<file path="src/rtl/axi_rr_arbiter_n.sv">
// ============================================================================
// axi_rr_arbiter_n : N-master AXI4-Lite round-robin arbiter, independent R/W
// Rev 1.0
// ============================================================================
`default_nettype none

module axi_rr_arbiter_n #(
  parameter  int NR_MST = 2,
  parameter  int ADDR_W = 32,
  parameter  int DATA_W = 32,
  localparam int STRB_W = DATA_W / 8
) (
  input  logic                       clk_i,
  input  logic                       rst_i,
  // master side
  input  logic [NR_MST-1:0]          s_ar_valid_i,
  input  logic [NR_MST*ADDR_W-1:0]   s_ar_addr_i,
  output logic [NR_MST-1:0]          s_ar_ready_o,
  output logic [NR_MST-1:0]          s_r_valid_o,
  output logic [NR_MST*DATA_W-1:0]   s_r_data_o,
  output logic [NR_MST*2-1:0]        s_r_resp_o,
  input  logic [NR_MST-1:0]          s_r_ready_i,
  input  logic [NR_MST-1:0]          s_aw_valid_i,
  input  logic [NR_MST*ADDR_W-1:0]   s_aw_addr_i,
  output logic [NR_MST-1:0]          s_aw_ready_o,
  input  logic [NR_MST-1:0]          s_w_valid_i,
  input  logic [NR_MST*DATA_W-1:0]   s_w_data_i,
  input  logic [NR_MST*STRB_W-1:0]   s_w_strb_i,
  output logic [NR_MST-1:0]          s_w_ready_o,
  output logic [NR_MST-1:0]          s_b_valid_o,
  output logic [NR_MST*2-1:0]        s_b_resp_o,
  input  logic [NR_MST-1:0]          s_b_ready_i,
  // slave side
  output logic                       mst_ar_valid_o,
  output logic [ADDR_W-1:0]          mst_ar_addr_o,
  input  logic                       mst_ar_ready_i,
  input  logic                       mst_r_valid_i,
  input  logic [DATA_W-1:0]          mst_r_data_i,
  input  logic [1:0]                 mst_r_resp_i,
  output logic                       mst_r_ready_o,
  output logic                       mst_aw_valid_o,
  output logic [ADDR_W-1:0]          mst_aw_addr_o,
  input  logic                       mst_aw_ready_i,
  output logic                       mst_w_valid_o,
  output logic [DATA_W-1:0]          mst_w_data_o,
  output logic [STRB_W-1:0]          mst_w_strb_o,
  input  logic                       mst_w_ready_i,
  input  logic                       mst_b_valid_i,
  input  logic [1:0]                 mst_b_resp_i,
  output logic                       mst_b_ready_o
);

  localparam int GW = (NR_MST > 1) ? $clog2(NR_MST) : 1;
  localparam int IW = GW + 1;

  typedef enum logic [2:0] {
    R_IDLE = 3'b001,
    R_REQ  = 3'b010,
    R_RSP  = 3'b100
  } rd_state_e;

  typedef enum logic [2:0] {
    W_IDLE = 3'b001,
    W_REQ  = 3'b010,
    W_RSP  = 3'b100
  } wr_state_e;

  rd_state_e         rd_state_q, rd_state_d;
  wr_state_e         wr_state_q, wr_state_d;
  logic [GW-1:0]     rd_gnt_q, rd_gnt_d, rd_ptr_q, rd_ptr_d;
  logic [GW-1:0]     wr_gnt_q, wr_gnt_d, wr_ptr_q, wr_ptr_d;
  logic              aw_done_q, aw_done_d, w_done_q, w_done_d;
  logic [NR_MST-1:0] wr_req;

  // First requester at or after ptr, wrapping modulo NR_MST.
  function automatic logic [GW-1:0] rr_pick(input logic [NR_MST-1:0] req,
                                            input logic [GW-1:0]     ptr);
    logic [GW-1:0] pick;
    logic          found;
    logic [IW-1:0] idx;
    pick  = ptr;
    found = 1'b0;
    for (int i = 0; i < NR_MST; i++) begin
      idx = {1'b0, ptr} + IW'(i);
      if (idx >= IW'(NR_MST)) idx = idx - IW'(NR_MST);
      if (!found && req[idx[GW-1:0]]) begin
        pick  = idx[GW-1:0];
        found = 1'b1;
      end
    end
    return pick;
  endfunction

  function automatic logic [GW-1:0] next_idx(input logic [GW-1:0] g);
    logic [GW-1:0] n;
    if (int'(g) == NR_MST - 1) n = '0;
    else                       n = g + 1'b1;
    return n;
  endfunction

  assign s_r_data_o = {NR_MST{mst_r_data_i}};
  assign s_r_resp_o = {NR_MST{mst_r_resp_i}};
  assign s_b_resp_o = {NR_MST{mst_b_resp_i}};
  assign wr_req     = s_aw_valid_i | s_w_valid_i;

  always_comb begin
    rd_state_d     = rd_state_q;
    rd_gnt_d       = rd_gnt_q;
    rd_ptr_d       = rd_ptr_q;
    s_ar_ready_o   = '0;
    s_r_valid_o    = '0;
    mst_ar_valid_o = 1'b0;
    mst_r_ready_o  = 1'b0;
    mst_ar_addr_o  = s_ar_addr_i[int'(rd_gnt_q)*ADDR_W +: ADDR_W];
    case (rd_state_q)
      R_IDLE: begin
        if (|s_ar_valid_i) begin
          rd_gnt_d   = rr_pick(s_ar_valid_i, rd_ptr_q);
          rd_state_d = R_REQ;
        end
      end
      R_REQ: begin
        mst_ar_valid_o         = s_ar_valid_i[rd_gnt_q];
        s_ar_ready_o[rd_gnt_q] = mst_ar_ready_i;
        if (mst_ar_valid_o && mst_ar_ready_i) rd_state_d = R_RSP;
      end
      R_RSP: begin
        s_r_valid_o[rd_gnt_q] = mst_r_valid_i;
        mst_r_ready_o         = s_r_ready_i[rd_gnt_q];
        if (mst_r_valid_i && mst_r_ready_o) begin
          rd_ptr_d   = next_idx(rd_gnt_q);
          rd_state_d = R_IDLE;
        end
      end
      default: rd_state_d = R_IDLE;
    endcase
  end

  always_comb begin
    wr_state_d     = wr_state_q;
    wr_gnt_d       = wr_gnt_q;
    wr_ptr_d       = wr_ptr_q;
    aw_done_d      = aw_done_q;
    w_done_d       = w_done_q;
    s_aw_ready_o   = '0;
    s_w_ready_o    = '0;
    s_b_valid_o    = '0;
    mst_aw_valid_o = 1'b0;
    mst_w_valid_o  = 1'b0;
    mst_b_ready_o  = 1'b0;
    mst_aw_addr_o  = s_aw_addr_i[int'(wr_gnt_q)*ADDR_W +: ADDR_W];
    mst_w_data_o   = s_w_data_i[int'(wr_gnt_q)*DATA_W +: DATA_W];
    mst_w_strb_o   = s_w_strb_i[int'(wr_gnt_q)*STRB_W +: STRB_W];
    case (wr_state_q)
      W_IDLE: begin
        if (|wr_req) begin
          wr_gnt_d   = rr_pick(wr_req, wr_ptr_q);
          wr_state_d = W_REQ;
        end
      end
      W_REQ: begin
        // A completed channel is masked so it is never offered twice.
        mst_aw_valid_o         = s_aw_valid_i[wr_gnt_q] & ~aw_done_q;
        s_aw_ready_o[wr_gnt_q] = mst_aw_ready_i & ~aw_done_q;
        mst_w_valid_o          = s_w_valid_i[wr_gnt_q] & ~w_done_q;
        s_w_ready_o[wr_gnt_q]  = mst_w_ready_i & ~w_done_q;
        aw_done_d = aw_done_q | (mst_aw_valid_o & mst_aw_ready_i);
        w_done_d  = w_done_q  | (mst_w_valid_o  & mst_w_ready_i);
        if (aw_done_d && w_done_d) wr_state_d = W_RSP;
      end
      W_RSP: begin
        s_b_valid_o[wr_gnt_q] = mst_b_valid_i;
        mst_b_ready_o         = s_b_ready_i[wr_gnt_q];
        if (mst_b_valid_i && mst_b_ready_o) begin
          wr_ptr_d   = next_idx(wr_gnt_q);
          aw_done_d  = 1'b0;
          w_done_d   = 1'b0;
          wr_state_d = W_IDLE;
        end
      end
      default: wr_state_d = W_IDLE;
    endcase
  end

  always_ff @(posedge clk_i) begin
    if (rst_i) begin
      rd_state_q <= R_IDLE;
      rd_gnt_q   <= '0;
      rd_ptr_q   <= '0;
      wr_state_q <= W_IDLE;
      wr_gnt_q   <= '0;
      wr_ptr_q   <= '0;
      aw_done_q  <= 1'b0;
      w_done_q   <= 1'b0;
    end else begin
      rd_state_q <= rd_state_d;
      rd_gnt_q   <= rd_gnt_d;
      rd_ptr_q   <= rd_ptr_d;
      wr_state_q <= wr_state_d;
      wr_gnt_q   <= wr_gnt_d;
      wr_ptr_q   <= wr_ptr_d;
      aw_done_q  <= aw_done_d;
      w_done_q   <= w_done_d;
    end
  end

endmodule

`default_nettype wire
</file>
<file path="config.mk">
export PLATFORM = sky130hd
export DESIGN_NAME = axi_rr_arbiter_n
export DESIGN_NICKNAME = d
export VERILOG_FILES = /design/src/rtl/axi_rr_arbiter_n.sv
export SDC_FILE = /design/constraint.sdc
export NUM_CORES = 1
export LEC_CHECK = 0
export CORE_AREA = 8 8 167 169
export CTS_BUF_LIST = sky130_fd_sc_hd__clkbuf_8
export CTS_CLUSTER_DIAMETER = 80
export CTS_CLUSTER_SIZE = 8
export DETAILED_ROUTE_END_ITERATION = 16
export DIE_AREA = 0 0 175 177
export HOLD_SLACK_MARGIN = 0.05
export PLACE_DENSITY = 0.44
export SKIP_CTS_REPAIR_TIMING = 1
export SLEW_MARGIN = 20
export SYNTH_ARGS = -nofsm -noshare
export SYNTH_HDL_FRONTEND = slang
export SYNTH_SLANG_ARGS = --single-unit
</file>
<file path="constraint.sdc">
create_clock -name clk_i -period 2.19 [get_ports clk_i]
set_input_delay 0.438 -clock clk_i [delete_from_list [all_inputs] [get_ports clk_i]]
set_output_delay 0.438 -clock clk_i [all_outputs]
set_load 0.02 [all_outputs]
</file>
==> results of run 1 <==
-- placed cells by master, fill, tap and decap left out, types with 2 or more instances in the layout --
cell type        instances
clkdlybuf4s50_1        229
dlymetal6s2s_1          94
mux2_2                  60
mux2_1                  44
buf_4                   24
nand2_1                 14
nor2_1                  11
dfxtp_1                 10
a21oi_1                  9
and2_1                   5
and3_1                   4
clkbuf_8                 4
buf_12                   4
nand2b_1                 3
nor3b_1                  3
nor3_1                   3
a2bb2oi_1                3
nor2_4                   2
nor2b_1                  2
nand3_1                  2
o21ai_0                  2
-- per-layer routing --
layer | global-route usage (%) | routed length (um)
met2 | 16.04 | 8019
met1 | 9.672 | 5921
met4 | 1.943 | 292
met5 | 0 | 0
met3 | 4.993 | 1899
-- power groups by stage --
| stage | Combinational (uW) | Sequential [uW] | Clock [uW] |
|---|---|---|---|
| after detailed placement | 1340 | 258 | 0 |
| after global routing | 1390 | 259 | 275 |
| after CTS | 1350 | 253 | 265 |
| final | 1300 | 256 | 247 |
| after floorplan | 718 | 251 | 0 |
| after global placement | 1350 | 257 | 0 |
-- worst reg2reg max path, stage by stage (launching register included) --
cell	delay (ps)
dfxtp_4	400
buf_12	160
buf_6	150
mux2_2	360
nand2_1	90
a22oi_1	110
a221oi_2	270
-- registers in the layout, summed over array words and instances (netlist names) --
name        cells
wr_state_q      3
wr_ptr_q        1
rd_gnt_q        1
rd_state_q      3
wr_gnt_q        1
rd_ptr_q        1
w_done_q        1
aw_done_q       1
-- kinds of logic (layout without fill, tap and decap cells) --
family | Yosys count | in the layout
multiplexers | 105 | 105
flip-flops | 12 | 12
AO/OA/AOI/OAI | 23 | 23
AND/OR/NAND/NOR | 55 | 55
buffers and inverters | 87 | 357
-- synth_stat cells (2+ instances only) --
master,count,share of area (%)
nor3_1,3,0.60
dfxtp_1,12,9.6
nand2b_1,3,0.75
a21oi_1,9,1.8
nor2_1,11,1.7
and3_1,4,1.0
mux2_2,60,27
nand2_1,14,2.1
mux2_1,44,20
o21ai_0,2,0.40
clkbuf_1,4,0.60
a2bb2oi_1,3,1.1
nand3_1,2,0.40
and2_1,5,1.3
nor2b_1,2,0.50
buf_4,72,22
nor2_2,2,0.50
nor3b_1,3,0.90
buf_2,9,1.8
-- per-stage QoR --
stage               hold slack [ps]  TNS (ps)  util (%)
floorplan                     443.7         0         -
detailed placement            479.0    -953.1     22.70
finish                        487.2         0     24.12
global placement              473.2    -866.6     22.70
CTS                           491.0     -5560     22.91
global route                  538.3    -1.415     24.12
-- how the worst max path moves through the flow --
stage,from,to,slack (ps),depth (start not counted)
floorplan,wr_gnt_q,mst_aw_addr_o[0],470,4
global placement,mst_b_valid_i,s_b_valid_o[0],-250,4
detailed placement,mst_b_valid_i,s_b_valid_o[0],-290,4
CTS,mst_b_valid_i,s_b_valid_o[0],-290,4
global route,wr_gnt_q,mst_aw_addr_o[2],-1,3
finish,s_ar_addr_i[36],mst_ar_addr_o[4],60,3
-- area by class of cell --
cell class	count	area share [%]
Tap cell	335	6.824
Timing Repair Buffer	353	61.30
Clock buffer	4	0.8963
Multi-Input combinational cell	183	26.99
Sequential cell	12	3.993
==> flow_summary.ini, run 1 <==
[place]
place_inst = 879
preCtsSetupSlack_ps = -288.9
placed_area_mm2 = 0.005781
gp_congestion = 0.6933
dpl.hpwl_um = 14220
port_buffers = 331

[power]
irDropWorstVdd_v = 0.0001732
p_clk_share_pct = 13.7
seqPwrFrac_pct = 14.2
leakagePower_uw = 0.003057
p_int_uw = 1185
swShare_pct = 34.36
p_comb_share_pct = 72.2
p_per_area_mw_per_mm2 = 293.9
p_total_uw = 1805
p_switching_uw = 620.2

[finish]
sequential_cell_area_um2 = 245.2
num-fill-cells = 2798
area_growth_pct = 146.2
layout-drive-gt1-share_pct = 18.48
post-route-cell-area_mm2 = 0.006142
nets = 806
final_cells = 887
antenna_cells = 0
multi_input_area_mm2 = 0.001658

[run]
maxCapViolCount = 0

[sta]
setup_viol = 0
fmax_ghz = 0.4697
setup_slack_ps = 60.87
fin_crit_sh_pct = 97.22
rsz0062_at_grt = true
final.min_clock_period_ps = 2129
slew_headroom_pct = 64.42
tightest_slew_ps = 532.1
drv_slew = 0
finalHoldViolations = 0
fin_skew_ps = 0.7126

[clock_network]
clk_pin_slew_ps = 60
clock-sinks = 12
clockBufferDepth = 2
cts_root_buf = clkbuf_8
cts_tree = done
cts_buffers = 3
clock_latency_ps = 240
htree_levels = 1

[drt]
drt-initial-drc-count = 78
route.detailed.drc = 0
dr.pass1.iters = 4
route.final.wire_length_um = 16130
wl_per_cell_um = 18.19
vias_per_cell = 3.462
num_vias = 3071
postRouteAntennaNets = 0

[worst_setup_path]
cp-end-kind = output pin
crit_buf_inv = 2
crit_fanout = 1
rrSetupSlack_ps = 550
cp.required_ps = 1750
critPathTopFamily = buffers and inverters
path_cells = clkdlybuf4s50_1 > mux2_1 > clkdlybuf4s50_1
crit_top_cell = clkdlybuf4s50_1
rr_worst_depth = 6
path_class = in -> out
worstPathArrival_ps = 1690
max_stage_delay_ps = 560
startpoint_type = input port
cp_slowest_cell = clkdlybuf4s50_1
r2r-start = wr_gnt_q
worstReg2RegEnd = wr_state_q[1]

[global_route]
grt_pass1_vias = 3414
grt_max_degree = 30
antenna_found_initial = 0
grt_pass1_wl_um = 21640
grt_use_total_pct = 9.202
grt-ovfl-total = 0

[synth]
synthSimpleGateAreaFrac_pct = 11.94
synth_mux_area_share_pct = 47.34
synth_area_mm2 = 0.002495
synth-edff-count = 0
syn_area_per_cell_um2 = 8.847
synthDistinctLibCells = 37
synth-main-ff-cell = dfxtp_1
synth_adder_area_share_pct = 0
synth-seq-cells = 12
async_flop_share_pct = 0
syn_inst = 282
synth_top_family_by_area = multiplexers
yosys_warnings = 0
synth_nets = 535
ys_seq_area_share_pct = 9.629
synth_xor_area_share_pct = 0
synth_compound_area_share_pct = 6.419

[run_status]
outcome = finished, final reports clean

[worst_hold_path]
worstHoldPathType = reg -> reg
min_to = rd_ptr_q
whs_path_depth = 2
min-delay-start = rd_ptr_q

[floorplanning]
die_area_mm2 = 0.03098
die-width_um = 175
dieHeight_um = 177
ioPinCount = 440
floorplan.rows = 59
coreArea_mm2 = 0.02547
start_util_pct = 9.796
Power figures use the tool's default switching activity.
==> run 2, diff against run 1 <==
--- a/config.mk
+++ b/config.mk
@@ -13,6 +13,7 @@
 export DIE_AREA = 0 0 175 177
 export HOLD_SLACK_MARGIN = 0.05
 export PLACE_DENSITY = 0.44
+export SETUP_SLACK_MARGIN = 0.02
 export SKIP_CTS_REPAIR_TIMING = 1
 export SLEW_MARGIN = 20
 export SYNTH_ARGS = -nofsm -noshare
==> run 2 against run 1 <==
  * Cell area up 0.35%
  * Hold slack about the same
  * Fmax up 0.14%
  * Combinational power about the same
  * Global-route usage unchanged
  * Routed wire length up 0.15%
  * Final cell count unchanged
  * Critical path depth unchanged
  * Sequential cell count unchanged
  * Sequential power about the same
  * Clock skew about the same
  * Largest cell class unchanged
  * Highest routed layer unchanged
==> flow_summary.ini, run 2 (same netlist as run 1, synthesis figures left out) <==
[run_status]
outcome = finished, final reports clean

[worst_setup_path]
crit_buf_inv = 2
worstReg2RegEnd = wr_state_q[1]
rrSetupSlack_ps = 560
cp-end-kind = output pin
crit_top_cell = clkdlybuf4s50_1
startpoint_type = input port
critPathTopFamily = buffers and inverters
path_class = in -> out
rr_worst_depth = 6
cp_slowest_cell = clkdlybuf4s50_1
crit_fanout = 1
r2r-start = wr_gnt_q
worstPathArrival_ps = 1690
cp.required_ps = 1750
max_stage_delay_ps = 570
path_cells = clkdlybuf4s50_1 > mux2_1 > clkdlybuf4s50_1

[power]
p_per_area_mw_per_mm2 = 292.8
p_total_uw = 1804
seqPwrFrac_pct = 14.2
p_switching_uw = 620.8
p_int_uw = 1184
swShare_pct = 34.40
leakagePower_uw = 0.003122
irDropWorstVdd_v = 0.0001731
p_comb_share_pct = 72.1
p_clk_share_pct = 13.7

[sta]
fin_skew_ps = 0.7128
tightest_slew_ps = 532.0
setup_viol = 0
finalHoldViolations = 0
final.min_clock_period_ps = 2126
fmax_ghz = 0.4703
fin_setup_tns_ps = 0
slew_headroom_pct = 64.42
fin_crit_sh_pct = 97.08
drv_slew = 0
rsz0062_at_grt = true

[worst_hold_path]
min_to = rd_ptr_q
min-delay-start = rd_ptr_q
worstHoldPathType = reg -> reg
whs_path_depth = 2

[global_route]
grt_use_total_pct = 9.202
grt_pass1_vias = 3414
antenna_found_initial = 0
grt-ovfl-total = 0
grt_max_degree = 30
grt_pass1_wl_um = 21640

[finish]
mostFrequentLayoutCells = clkdlybuf4s50_1, dlymetal6s2s_1, mux2_2, mux2_1, buf_4
final_common_cell = clkdlybuf4s50_1
largestRegisters = rd_state_q: 3 flops, wr_state_q: 3 flops
area_growth_pct = 147.0
post-route-cell-area_mm2 = 0.006163
final_cells = 887
layout-drive-gt1-share_pct = 18.48
antenna_cells = 0
final_util_pct = 24.20
nets = 806

[clock_network]
htree_levels = 1
clock-sinks = 12
cts_tree = done
clock_latency_ps = 240
cts_root_buf = clkbuf_8
clockBufferDepth = 2
cts_buffers = 3
clk_pin_slew_ps = 60

[place]
gp_congestion = 0.6933
placed_area_mm2 = 0.005781
place_inst = 879
dpl.hpwl_um = 14220
port_buffers = 331

[drt]
drt-met1-wl_um = 5962
wl_per_cell_um = 18.22
wl_met2_um = 8004
drt-initial-drc-count = 72
postRouteAntennaNets = 0
vias_per_cell = 3.464
route.detailed.drc = 0
route.final.wire_length_um = 16160
top_layer = met4
wl_met3_um = 1898
dr.pass1.iters = 4
num_vias = 3073

[run]
maxCapViolCount = 0

[floorplanning]
die_area_mm2 = 0.03098
start_util_pct = 9.796
ioPinCount = 440
coreArea_mm2 = 0.02547
floorplan.rows = 59
dieHeight_um = 177
die-width_um = 175
run 2: cell types whose count changed in the layout (fill, tap and decap cells not counted), sizes merged:
cell	previous run	this run
clkdlybuf4s50	229	222
dlymetal6s2s	94	101
run 2: cell type report:
class / instances / area [um^2]
sequential: 12 / 245.2
fill: 2794 / 19300
clock buffer: 4 / 55.05
multi-input combinational: 183 / 1658
timing repair buffer: 353 / 3786
tap: 335 / 419.2
run 2: worst register-to-register path, cell delays in order (launching register included):
cell	delay (ps)
dfxtp_4	400
buf_12	170
buf_8	140
mux2_2	360
nand2_1	90
a22oi_1	110
a221oi_2	270
run 2: power by group through the flow:
| stage | registers [uW] | clock network, uW | logic (uW) |
|---|---|---|---|
| 6_report | 256 | 247 | 1300 |
| 5_1_grt | 259 | 275 | 1390 |
| 4_1_cts | 253 | 265 | 1350 |
| 3_5_place_dp | 258 | 0 | 1340 |
| 3_3_place_gp | 257 | 0 | 1350 |
| 2_1_floorplan | 251 | 0 | 718 |
run 2: worst max-delay path by stage:
| stage | startpoint | end | slack (ps) | depth (start not counted) |
|---|---|---|---|---|
| detailed placement | mst_b_valid_i | s_b_valid_o[0] | -290 | 4 |
| finish | s_ar_addr_i[38] | mst_ar_addr_o[6] | 60 | 3 |
| global placement | mst_b_valid_i | s_b_valid_o[0] | -250 | 4 |
| CTS | mst_b_valid_i | s_b_valid_o[0] | -290 | 4 |
| global route | wr_gnt_q | mst_w_valid_o | 20 | 5 |
| floorplan | wr_gnt_q | mst_aw_addr_o[0] | 470 | 4 |
run 2: metrics by stage:
stage	worst slack [ps]	hold WS, ps
floorplan	466.4	443.7
global placement	-245.7	473.2
detailed placement	-288.9	479.0
CTS	-293.4	491.0
global route	19.05	538.3
finish	63.87	487.2
run 2: per-layer routing:
layer	vias to the layer above	GRT usage, %
li1	1463	-
met1	1353	9.672
met5	-	0
met4	0	1.943
met3	27	4.993
met2	230	16.04
